## src/rtl/nes_joypad_pkg.sv

```systemverilog
// rtl/nes_joypad_pkg.sv - button indices, button word type and SOCD helper for the joypad port
package nes_joypad_pkg;

  typedef logic [7:0] joy_buttons_t;

  localparam int BTN_A      = 0;
  localparam int BTN_B      = 1;
  localparam int BTN_SELECT = 2;
  localparam int BTN_START  = 3;
  localparam int BTN_UP     = 4;
  localparam int BTN_DOWN   = 5;
  localparam int BTN_LEFT   = 6;
  localparam int BTN_RIGHT  = 7;

  // Opposing directions pressed together cancel out instead of reaching the game.
  function automatic joy_buttons_t socd_clean(input joy_buttons_t b);
    joy_buttons_t r;
    r = b;
    if (b[BTN_UP] && b[BTN_DOWN]) begin
      r[BTN_UP]   = 1'b0;
      r[BTN_DOWN] = 1'b0;
    end
    if (b[BTN_LEFT] && b[BTN_RIGHT]) begin
      r[BTN_LEFT]  = 1'b0;
      r[BTN_RIGHT] = 1'b0;
    end
    return r;
  endfunction

endpackage

```

## src/rtl/nes_joypad_if.sv

```systemverilog
// rtl/nes_joypad_if.sv - controller bus between the NES core (master) and the joypad port (slave)
interface nes_joypad_if;

  logic       joy_strobe;
  logic [1:0] joy_clock;
  logic [1:0] joy_data;

  modport master (
    output joy_strobe,
    output joy_clock,
    input  joy_data
  );

  modport slave (
    input  joy_strobe,
    input  joy_clock,
    output joy_data
  );

endinterface

```

## src/rtl/joypad_shifter.sv

```systemverilog
// rtl/joypad_shifter.sv - per-player sticky press register plus parallel-load / serial-out shift register
module joypad_shifter
  import nes_joypad_pkg::*;
#(
  parameter bit FILL_BIT = 1'b0
) (
  input  logic         clk,
  input  logic         reset_n,
  input  joy_buttons_t btn_sync,
  input  logic         strobe,
  input  logic         strobe_fall,
  input  logic         clock_fall,
  input  joy_buttons_t load_word,
  output joy_buttons_t raw_word,
  output logic         data
);

  joy_buttons_t sticky;
  joy_buttons_t shreg;

  always_ff @(posedge clk or negedge reset_n) begin
    if (!reset_n) begin
      sticky <= '0;
      shreg  <= '0;
    end else begin
      if (strobe_fall) begin
        sticky <= btn_sync;
      end else begin
        sticky <= sticky | btn_sync;
      end

      // A read clock edge while strobe is high is dropped: the reload wins.
      if (strobe) begin
        shreg <= load_word;
      end else if (clock_fall) begin
        shreg <= {FILL_BIT, shreg[7:1]};
      end
    end
  end

  assign raw_word = sticky | btn_sync;
  assign data     = shreg[0];

endmodule

```

## src/rtl/nes_joypad_port.sv

```systemverilog
// rtl/nes_joypad_port.sv - two-player NES controller port: sync, SOCD, optional turbo (JOYPAD_TURBO_EN)
module nes_joypad_port
  import nes_joypad_pkg::*;
#(
  parameter int CLK_HZ      = 21428571,
  parameter int TURBO_HZ    = 10,
  parameter int SYNC_STAGES = 2,
  parameter bit FILL_BIT    = 1'b0
) (
  input  logic         clk,
  input  logic         reset_n,
  input  joy_buttons_t btn_p1,
  input  joy_buttons_t btn_p2,
  input  logic [1:0]   turbo_p1,
  input  logic [1:0]   turbo_p2,
  nes_joypad_if.slave  joy
);

  localparam int STAGES     = (SYNC_STAGES < 2) ? 2 : SYNC_STAGES;
  localparam int TURBO_HALF = CLK_HZ / (2 * TURBO_HZ);

  logic [15:0] sync_q [STAGES];
  logic        strobe_q;
  logic [1:0]  clock_q;

  always_ff @(posedge clk or negedge reset_n) begin
    if (!reset_n) begin
      for (int i = 0; i < STAGES; i++) begin
        sync_q[i] <= '0;
      end
      strobe_q <= 1'b0;
      clock_q  <= 2'b00;
    end else begin
      sync_q[0] <= {btn_p2, btn_p1};
      for (int i = 1; i < STAGES; i++) begin
        sync_q[i] <= sync_q[i-1];
      end
      strobe_q <= joy.joy_strobe;
      clock_q  <= joy.joy_clock;
    end
  end

  joy_buttons_t btn_sync_p1;
  joy_buttons_t btn_sync_p2;
  logic         strobe_fall;
  logic [1:0]   clock_fall;

  assign btn_sync_p1 = sync_q[STAGES-1][7:0];
  assign btn_sync_p2 = sync_q[STAGES-1][15:8];
  assign strobe_fall = strobe_q & ~joy.joy_strobe;
  assign clock_fall  = clock_q & ~joy.joy_clock;

  joy_buttons_t raw_p1, raw_p2;
  joy_buttons_t clean_p1, clean_p2;
  joy_buttons_t load_p1, load_p2;

  assign clean_p1 = socd_clean(raw_p1);
  assign clean_p2 = socd_clean(raw_p2);

`ifdef JOYPAD_TURBO_EN
  localparam int CNT_W = (TURBO_HALF > 1) ? $clog2(TURBO_HALF) : 1;

  logic [CNT_W-1:0] turbo_cnt;
  logic             turbo_phase;

  always_ff @(posedge clk or negedge reset_n) begin
    if (!reset_n) begin
      turbo_cnt   <= '0;
      turbo_phase <= 1'b0;
    end else if (turbo_cnt == CNT_W'(TURBO_HALF - 1)) begin
      turbo_cnt   <= '0;
      turbo_phase <= ~turbo_phase;
    end else begin
      turbo_cnt <= turbo_cnt + 1'b1;
    end
  end

  function automatic joy_buttons_t turbo_mask(input joy_buttons_t w, input logic [1:0] en,
                                              input logic phase);
    joy_buttons_t r;
    r = w;
    if (en[0]) r[BTN_A] = w[BTN_A] & phase;
    if (en[1]) r[BTN_B] = w[BTN_B] & phase;
    return r;
  endfunction

  assign load_p1 = turbo_mask(clean_p1, turbo_p1, turbo_phase);
  assign load_p2 = turbo_mask(clean_p2, turbo_p2, turbo_phase);
`else
  logic unused_turbo;

  assign unused_turbo = ^{turbo_p1, turbo_p2, TURBO_HALF[0]};
  assign load_p1      = clean_p1;
  assign load_p2      = clean_p2;
`endif

  logic data_p1, data_p2;

  joypad_shifter #(.FILL_BIT(FILL_BIT)) u_shifter_p1 (
    .clk         (clk),
    .reset_n     (reset_n),
    .btn_sync    (btn_sync_p1),
    .strobe      (joy.joy_strobe),
    .strobe_fall (strobe_fall),
    .clock_fall  (clock_fall[0]),
    .load_word   (load_p1),
    .raw_word    (raw_p1),
    .data        (data_p1)
  );

  joypad_shifter #(.FILL_BIT(FILL_BIT)) u_shifter_p2 (
    .clk         (clk),
    .reset_n     (reset_n),
    .btn_sync    (btn_sync_p2),
    .strobe      (joy.joy_strobe),
    .strobe_fall (strobe_fall),
    .clock_fall  (clock_fall[1]),
    .load_word   (load_p2),
    .raw_word    (raw_p2),
    .data        (data_p2)
  );

  assign joy.joy_data = {data_p2, data_p1};

endmodule

```

## src/flat_wrapper.sv

```systemverilog
// flat-port wrapper written by rule: the top's interface ports become plain ports
module nes_joypad_port_flat import nes_joypad_pkg::*;
#(
  parameter int CLK_HZ      = 21428571,
  parameter int TURBO_HZ    = 10,
  parameter int SYNC_STAGES = 2,
  parameter bit FILL_BIT    = 1'b0
)
  (clk, reset_n, btn_p1, btn_p2, turbo_p1, turbo_p2, joy_joy_strobe, joy_joy_clock, joy_joy_data);
  nes_joypad_if joy_i ();
  input  logic clk;
  input  logic reset_n;
  input  joy_buttons_t btn_p1;
  input  joy_buttons_t btn_p2;
  input  logic [1:0] turbo_p1;
  input  logic [1:0] turbo_p2;
  input wire logic [$bits(joy_i.joy_strobe)-1:0] joy_joy_strobe;
  input wire logic [$bits(joy_i.joy_clock)-1:0] joy_joy_clock;
  output wire logic [$bits(joy_i.joy_data)-1:0] joy_joy_data;
  assign joy_i.joy_strobe = joy_joy_strobe;
  assign joy_i.joy_clock = joy_joy_clock;
  assign joy_joy_data = joy_i.joy_data;
  nes_joypad_port #(.CLK_HZ(CLK_HZ), .TURBO_HZ(TURBO_HZ), .SYNC_STAGES(SYNC_STAGES), .FILL_BIT(FILL_BIT)) u_core (.clk(clk), .reset_n(reset_n), .btn_p1(btn_p1), .btn_p2(btn_p2), .turbo_p1(turbo_p1), .turbo_p2(turbo_p2), .joy(joy_i));
endmodule
```

## config.mk

```make
export PLATFORM = sky130hd
export DESIGN_NAME = nes_joypad_port_flat
export DESIGN_NICKNAME = d
export VERILOG_FILES = /design/src/rtl/nes_joypad_pkg.sv /design/src/rtl/nes_joypad_if.sv /design/src/rtl/joypad_shifter.sv /design/src/rtl/nes_joypad_port.sv /design/src/flat_wrapper.sv
export SDC_FILE = /design/constraint.sdc
export NUM_CORES = 1
export LEC_CHECK = 0
export CAP_MARGIN = 20
export CORE_AREA = 2 2 79 81
export DETAILED_ROUTE_END_ITERATION = 12
export DIE_AREA = 0 0 81 83
export PLACE_DENSITY = 0.57
export SETUP_SLACK_MARGIN = 0.15
export SLEW_MARGIN = 30
export SYNTH_ARGS = -nofsm -noshare
export SYNTH_HDL_FRONTEND = slang
export SYNTH_SLANG_ARGS = --single-unit
```

## constraint.sdc

```tcl
create_clock -name clk -period 1.4 [get_ports clk]
set_input_delay 0.35 -clock clk [delete_from_list [all_inputs] [get_ports clk]]
set_output_delay 0.35 -clock clk [all_outputs]
set_load 0.005 [all_outputs]
```

==> out/metrics.yaml, run 1 <==
ys_types: 17
synth_top_family_by_area: "compound AO/OA/AOI/OAI gates"
pre_cts_slack_ns: -0.252
cts_tree: "done"
intPower_mw: 3.19
timing.final.ws_setup_ns: 0.219
wl_um: 3030
grt_start_max_net_pins: 68
synth_area_um2: 2250
placed_cell_area_um2: 2580
synth.area.top_cells: "dfrtp_1, a21o_1, nor3_1, mux2i_1, a211oi_1"
dp_cells: 254
sequentialPowerShare: 0.530
utilization: 0.482
hp-class: "input port to async pin"
synth_seq_cells: 67
synth_top_area_share: 0.744
ys_warn_count: 0
grt_pass1_vias: 1259
ant_nets: 0
timing.hold.ws_ns: 0.0257
grt_use_met3: 0.0457
die-area_um2: 6720
drive_gt1_frac: 0.148
routed_via_density: 4.65
synth-edff-count: 0
grt_pass1_wl_um: 5500
root_buffer: "clkbuf_8"
finalClockSkew_ns: 0.00410
synth_ff_type: "dfrtp_1"
ir_worst_vdd_uv: 570
grt_util_met2: 0.155
cts_buffer_depth: 2
io_buffers: 22
r2r_start: "u_core.btn_sync_p2[5]"
grt_overflow: 0
power.total_mw: 3.97
outcome: "complete, no violations"
h-tree-depth: 3
cts_num_sinks: 67
yosysTopAreaCell: "dfrtp_1"
area_growth_pct: 24.4
final_common_cell: "dfrtp_1"
num_rows: 28
synth.avg_cell_area_um2: 14.3
power_density_nw_per_um2: 1420
vias: 1260
dieHeight_um: 83
pwr-share-comb: 0.059
critPathKind: "input port to register"
async_reset_ff_frac: 1.00
syn_nets: 183
crit_start: "joy_joy_clock[1]"
cts_made_buffers: 9
finalWeightedCongestion: 0.708
use_met1: 0.136
fmax_mhz: 847
synthCells: 158
worstPathArrival_ns: 1.38
period_share: 0.843
routedWlPerCell_um: 11.2
synthAdderAreaFrac: 0
grt.busiest_layer: "met2"
insertion_delay_ns: 0.32
start_kind: "input port"
drtIter0Drc: 30
tightest_slew_ns: 0.332
rsz0062_at_grt: "no"
hpwl_um: 2050
critPathMaxFanout: 8
yosysSeqAreaShare: 0.744
final_cell_mix: "dfrtp_1, clkdlybuf4s50_1, a21o_1, nor3_1, clkbuf_8"
setup_violations: 0
clk_pin_slew_ns: 0.06
p_leak_nw: 1.19
slew_violations: 0
clkPwrFrac: 0.411
p_sw_frac: 0.198
fp.dieW_um: 81
synth-xor-area-share: 0
synth-compound-area-share: 0.111
coreArea_um2: 5820
first_pass_iters: 4
relSlewSlack: 0.779
antenna_cells: 0
nNetsFinal: 217
grt_use_total: 0.110
drcViolationCount: 0
final_area_um2: 2800
p_sw_mw: 0.787
finalHoldViolations: 0
initial_utilization: 0.387
finalCriticalPeriod_ns: 1.18
synthMuxAreaShare: 0.0267
ioPinCount: 27
maxCapViolCount: 0
finalSetupTns_ns: 0
crit_path_end_kind: "register"
synth_simple_gate_area_frac: 0.0905
finalNonFillerCells: 271
antenna_found_initial: 0
critical_path_required_ns: 1.60
## area by class of cell
| cell class | count | area (um^2) |
|---|---|---|
| clock buffers | 14 | 183 |
| clock inverters | 1 | 30.0 |
| fillers | 543 | 3010 |
| multi-input cells | 81 | 517 |
| flip-flops and latches | 67 | 1680 |
| well taps | 75 | 93.8 |
| repair buffers | 33 | 303 |
## critical path: stages
cell and delay, ns:
clkdlybuf4s50_1 0.50, nand2b_1 0.13, buf_6 0.13, mux2i_1 0.18, o21ai_0 0.09
## synth_stat cells (all sizes together), types with 3 or more instances
master / count
mux2i: 6
nand2b: 3
nor2: 12
buf: 8
a211oi: 8
o211ai: 4
dfrtp: 67
nor3: 16
a21o: 16
or4b: 4
o21ai: 8
## registers in the layout (all words and copies together) (netlist names)
name and cells:
u_core.sync_q 16, u_core.u_shifter_p1.sticky 8, u_core.u_shifter_p2.sticky 8, u_core.u_shifter_p2.shreg 8, u_core.clock_q 2, u_core.btn_sync_p1 8, u_core.strobe_q 1, u_core.btn_sync_p2 8
u_core.u_shifter_p1.shreg 8
## final timing paths
check	cells after the start	endpoint	slack, ns
min in group clk	0	u_core.btn_sync_p2[5]	0.35
max in group asynchronous	2	u_core.sync_q[18]	1.10
min	2	u_core.sync_q[31]	0.03
min reg2reg	0	u_core.btn_sync_p2[5]	0.35
max reg2reg	2	u_core.u_shifter_p2.shreg[4]	0.32
max	5	u_core.u_shifter_p2.shreg[4]	0.22
## logic make-up (layout without fill, tap and decap cells)
family,after synthesis,after routing
muxes,6,6
buffers and inverters,10,48
DFF,67,67
AOI/OAI and AO/OA,36,36
and+or+nand+nor,39,39
## metal layers
layer	vias to the layer above	part of all wire
met5	-	0
met4	0	0.023
met3	7	0.043
met2	20	0.48
met1	612	0.45
li1	621	-
## power by group through the flow
stage | Clock (mW) | Sequential (mW) | Combinational (mW)
floorplan | 0 | 2.13 | 0.112
global placement | 0 | 2.13 | 0.230
detailed placement | 0 | 2.14 | 0.240
CTS | 1.71 | 2.10 | 0.242
global route | 1.80 | 2.12 | 0.268
finish | 1.63 | 2.10 | 0.235
## what timing repair did
item                       CTS  global route
buffers inserted             2             0
setup endpoints to repair   16             6
gates resized for setup      7             3
hold buffers                 0             0
No activity file was read; power rests on OpenSTA's default activity.
==> run 2: changes to the inputs <==
clock period = 1.1 ns   (was 1.4 ns; I/O delays follow)
==> run 2 against run 1 <==
  * Critical path depth is 4 lower
  * Global-route usage is 1.5 points higher
  * Register-to-register slack worse by 0.30 ns
  * Clock skew is 0.00066 ns higher
  * Sequential share of layout area is 4.9 points lower
  * Largest power group unchanged
  * Clock power is 20% higher
  * Via count is 6.0% higher
  * Die area stayed put
  * Non-clock buffer count is 15 higher
  * Sequential power is 28% higher
  * Final cell count is 5.9% higher
==> out/metrics.yaml, run 2 (same netlist as run 1, synthesis figures left out) <==
setup_violations: 0
cts_tree: "done"
grt_overflow: 0
tightest_slew_ns: 0.341
regMostFlops: "u_core.sync_q"
routedWlPerCell_um: 12.7
final_cell_mix: "dfrtp_1, buf_4, a21o_1, clkdlybuf4s50_1, nor2_1"
critPathMaxStageDelay_ns: 0.37
coreArea_um2: 5820
first_pass_iters: 4
cts_buffer_depth: 2
timing.hold.ws_ns: 0.275
final_common_cell: "dfrtp_1"
worstPathArrival_ns: 0.82
dp_cells: 256
maxCapViolCount: 0
finalHoldViolations: 0
slowest_stage: "dfrtp_1"
ant_nets: 0
finalNonFillerCells: 287
timing.final.ws_setup_ns: 0.000533
grt_pass1_vias: 1352
num_rows: 28
routed_via_density: 4.65
drcViolationCount: 0
area_growth_pct: 35.4
relSlewSlack: 0.773
slew_violations: 0
fp.dieW_um: 81
clk_pin_slew_ns: 0.07
ioPinCount: 27
power_density_nw_per_um2: 1650
rsz0062_at_grt: "yes"
register_area_um2: 1680
vias: 1335
critPathBufInv: 1
critical_path_required_ns: 0.82
multi_input_area_um2: 652
finalCriticalPeriod_ns: 1.10
ir_worst_vdd_uv: 726
cpLargestDelayFamily: "flip-flops"
dieHeight_um: 83
cts_num_sinks: 67
critPathKind: "register to primary output"
grt_start_max_net_pins: 68
nFillCells: 502
antenna_found_initial: 0
grt_use_total: 0.124
initial_utilization: 0.387
critPathMaxFanout: 2
ff2ff_setup_slack_ns: 0.02
hpwl_um: 2190
finalSetupTns_ns: 0
drtIter0Drc: 87
crit_path_end_kind: "primary output"
nNetsFinal: 232
power.total_mw: 5.04
finalClockSkew_ns: 0.00476
hp-class: "input port to register"
outcome: "complete, no violations"
period_share: 1.00
largest_reg_flops: 16
insertion_delay_ns: 0.33
fmax_mhz: 910
drive_gt1_frac: 0.302
p_leak_nw: 1.31
path_cells: "buf_2"
die-area_um2: 6720
antenna_cells: 0
cts_made_buffers: 9
start_kind: "register"
root_buffer: "clkbuf_8"
h-tree-depth: 3
io_buffers: 22
finalWeightedCongestion: 0.718
pre_cts_slack_ns: -0.437
wl_um: 3640
grt_pass1_wl_um: 6210
[run 2: power by group]
| group | internal, mW | switching, mW | total, mW |
|---|---|---|---|
| registers | 2.61 | 0.0774 | 2.69 |
| clock network | 1.10 | 0.856 | 1.95 |
| logic | 0.222 | 0.182 | 0.405 |
| total | 3.93 | 1.12 | 5.04 |
[run 2: final timing paths]
kind                                                    from                           end  depth (start not counted)
max in group asynchronous                            reset_n             u_core.sync_q[18]                          3
worst max-delay path            u_core.u_shifter_p1.shreg[0]               joy_joy_data[0]                          1
worst min-delay path                        joy_joy_clock[0]             u_core.clock_q[0]                          1
min in group asynchronous                            reset_n             u_core.sync_q[27]                          3
worst min register to register             u_core.sync_q[19]         u_core.btn_sync_p1[3]                          0
worst max register to register         u_core.btn_sync_p2[6]  u_core.u_shifter_p2.shreg[7]                          2
[run 2: layer usage]
layer | vias up | routed length, um | GRT usage | share of wire
met5 | - | 0 | 0 | 0
met4 | 0 | 84 | 0.0663 | 0.023
met3 | 9 | 186 | 0.0620 | 0.051
met2 | 24 | 1770 | 0.177 | 0.49
met1 | 652 | 1600 | 0.154 | 0.44
li1 | 650 | - | - | -
[run 2: final cells by class]
type                    instances  share of cell area
repair buffers                 48               0.142
multi-input cells              81               0.214
clock buffers                  11              0.0463
well taps                      75              0.0308
flip-flops and latches         67               0.550
clock inverters                 5              0.0172
[run 2: through the flow]
step | cell area [um^2] | utilization
after floorplan | 2260 | -
after global placement | 2600 | 0.447
after detailed placement | 2600 | 0.447
after CTS | 2880 | 0.495
after global routing | 3050 | 0.525
final | 3050 | 0.525
[run 2: timing repair]
item | in CTS | in global routing
gates cloned | 1 | 0
resized for setup | 29 | 24
setup buffers | 6 | 7
endpoints found under the hold margin | 67 | 0
hold buffers | 1 | 0
pin swaps | 6 | 7
setup endpoints to repair | 34 | 18
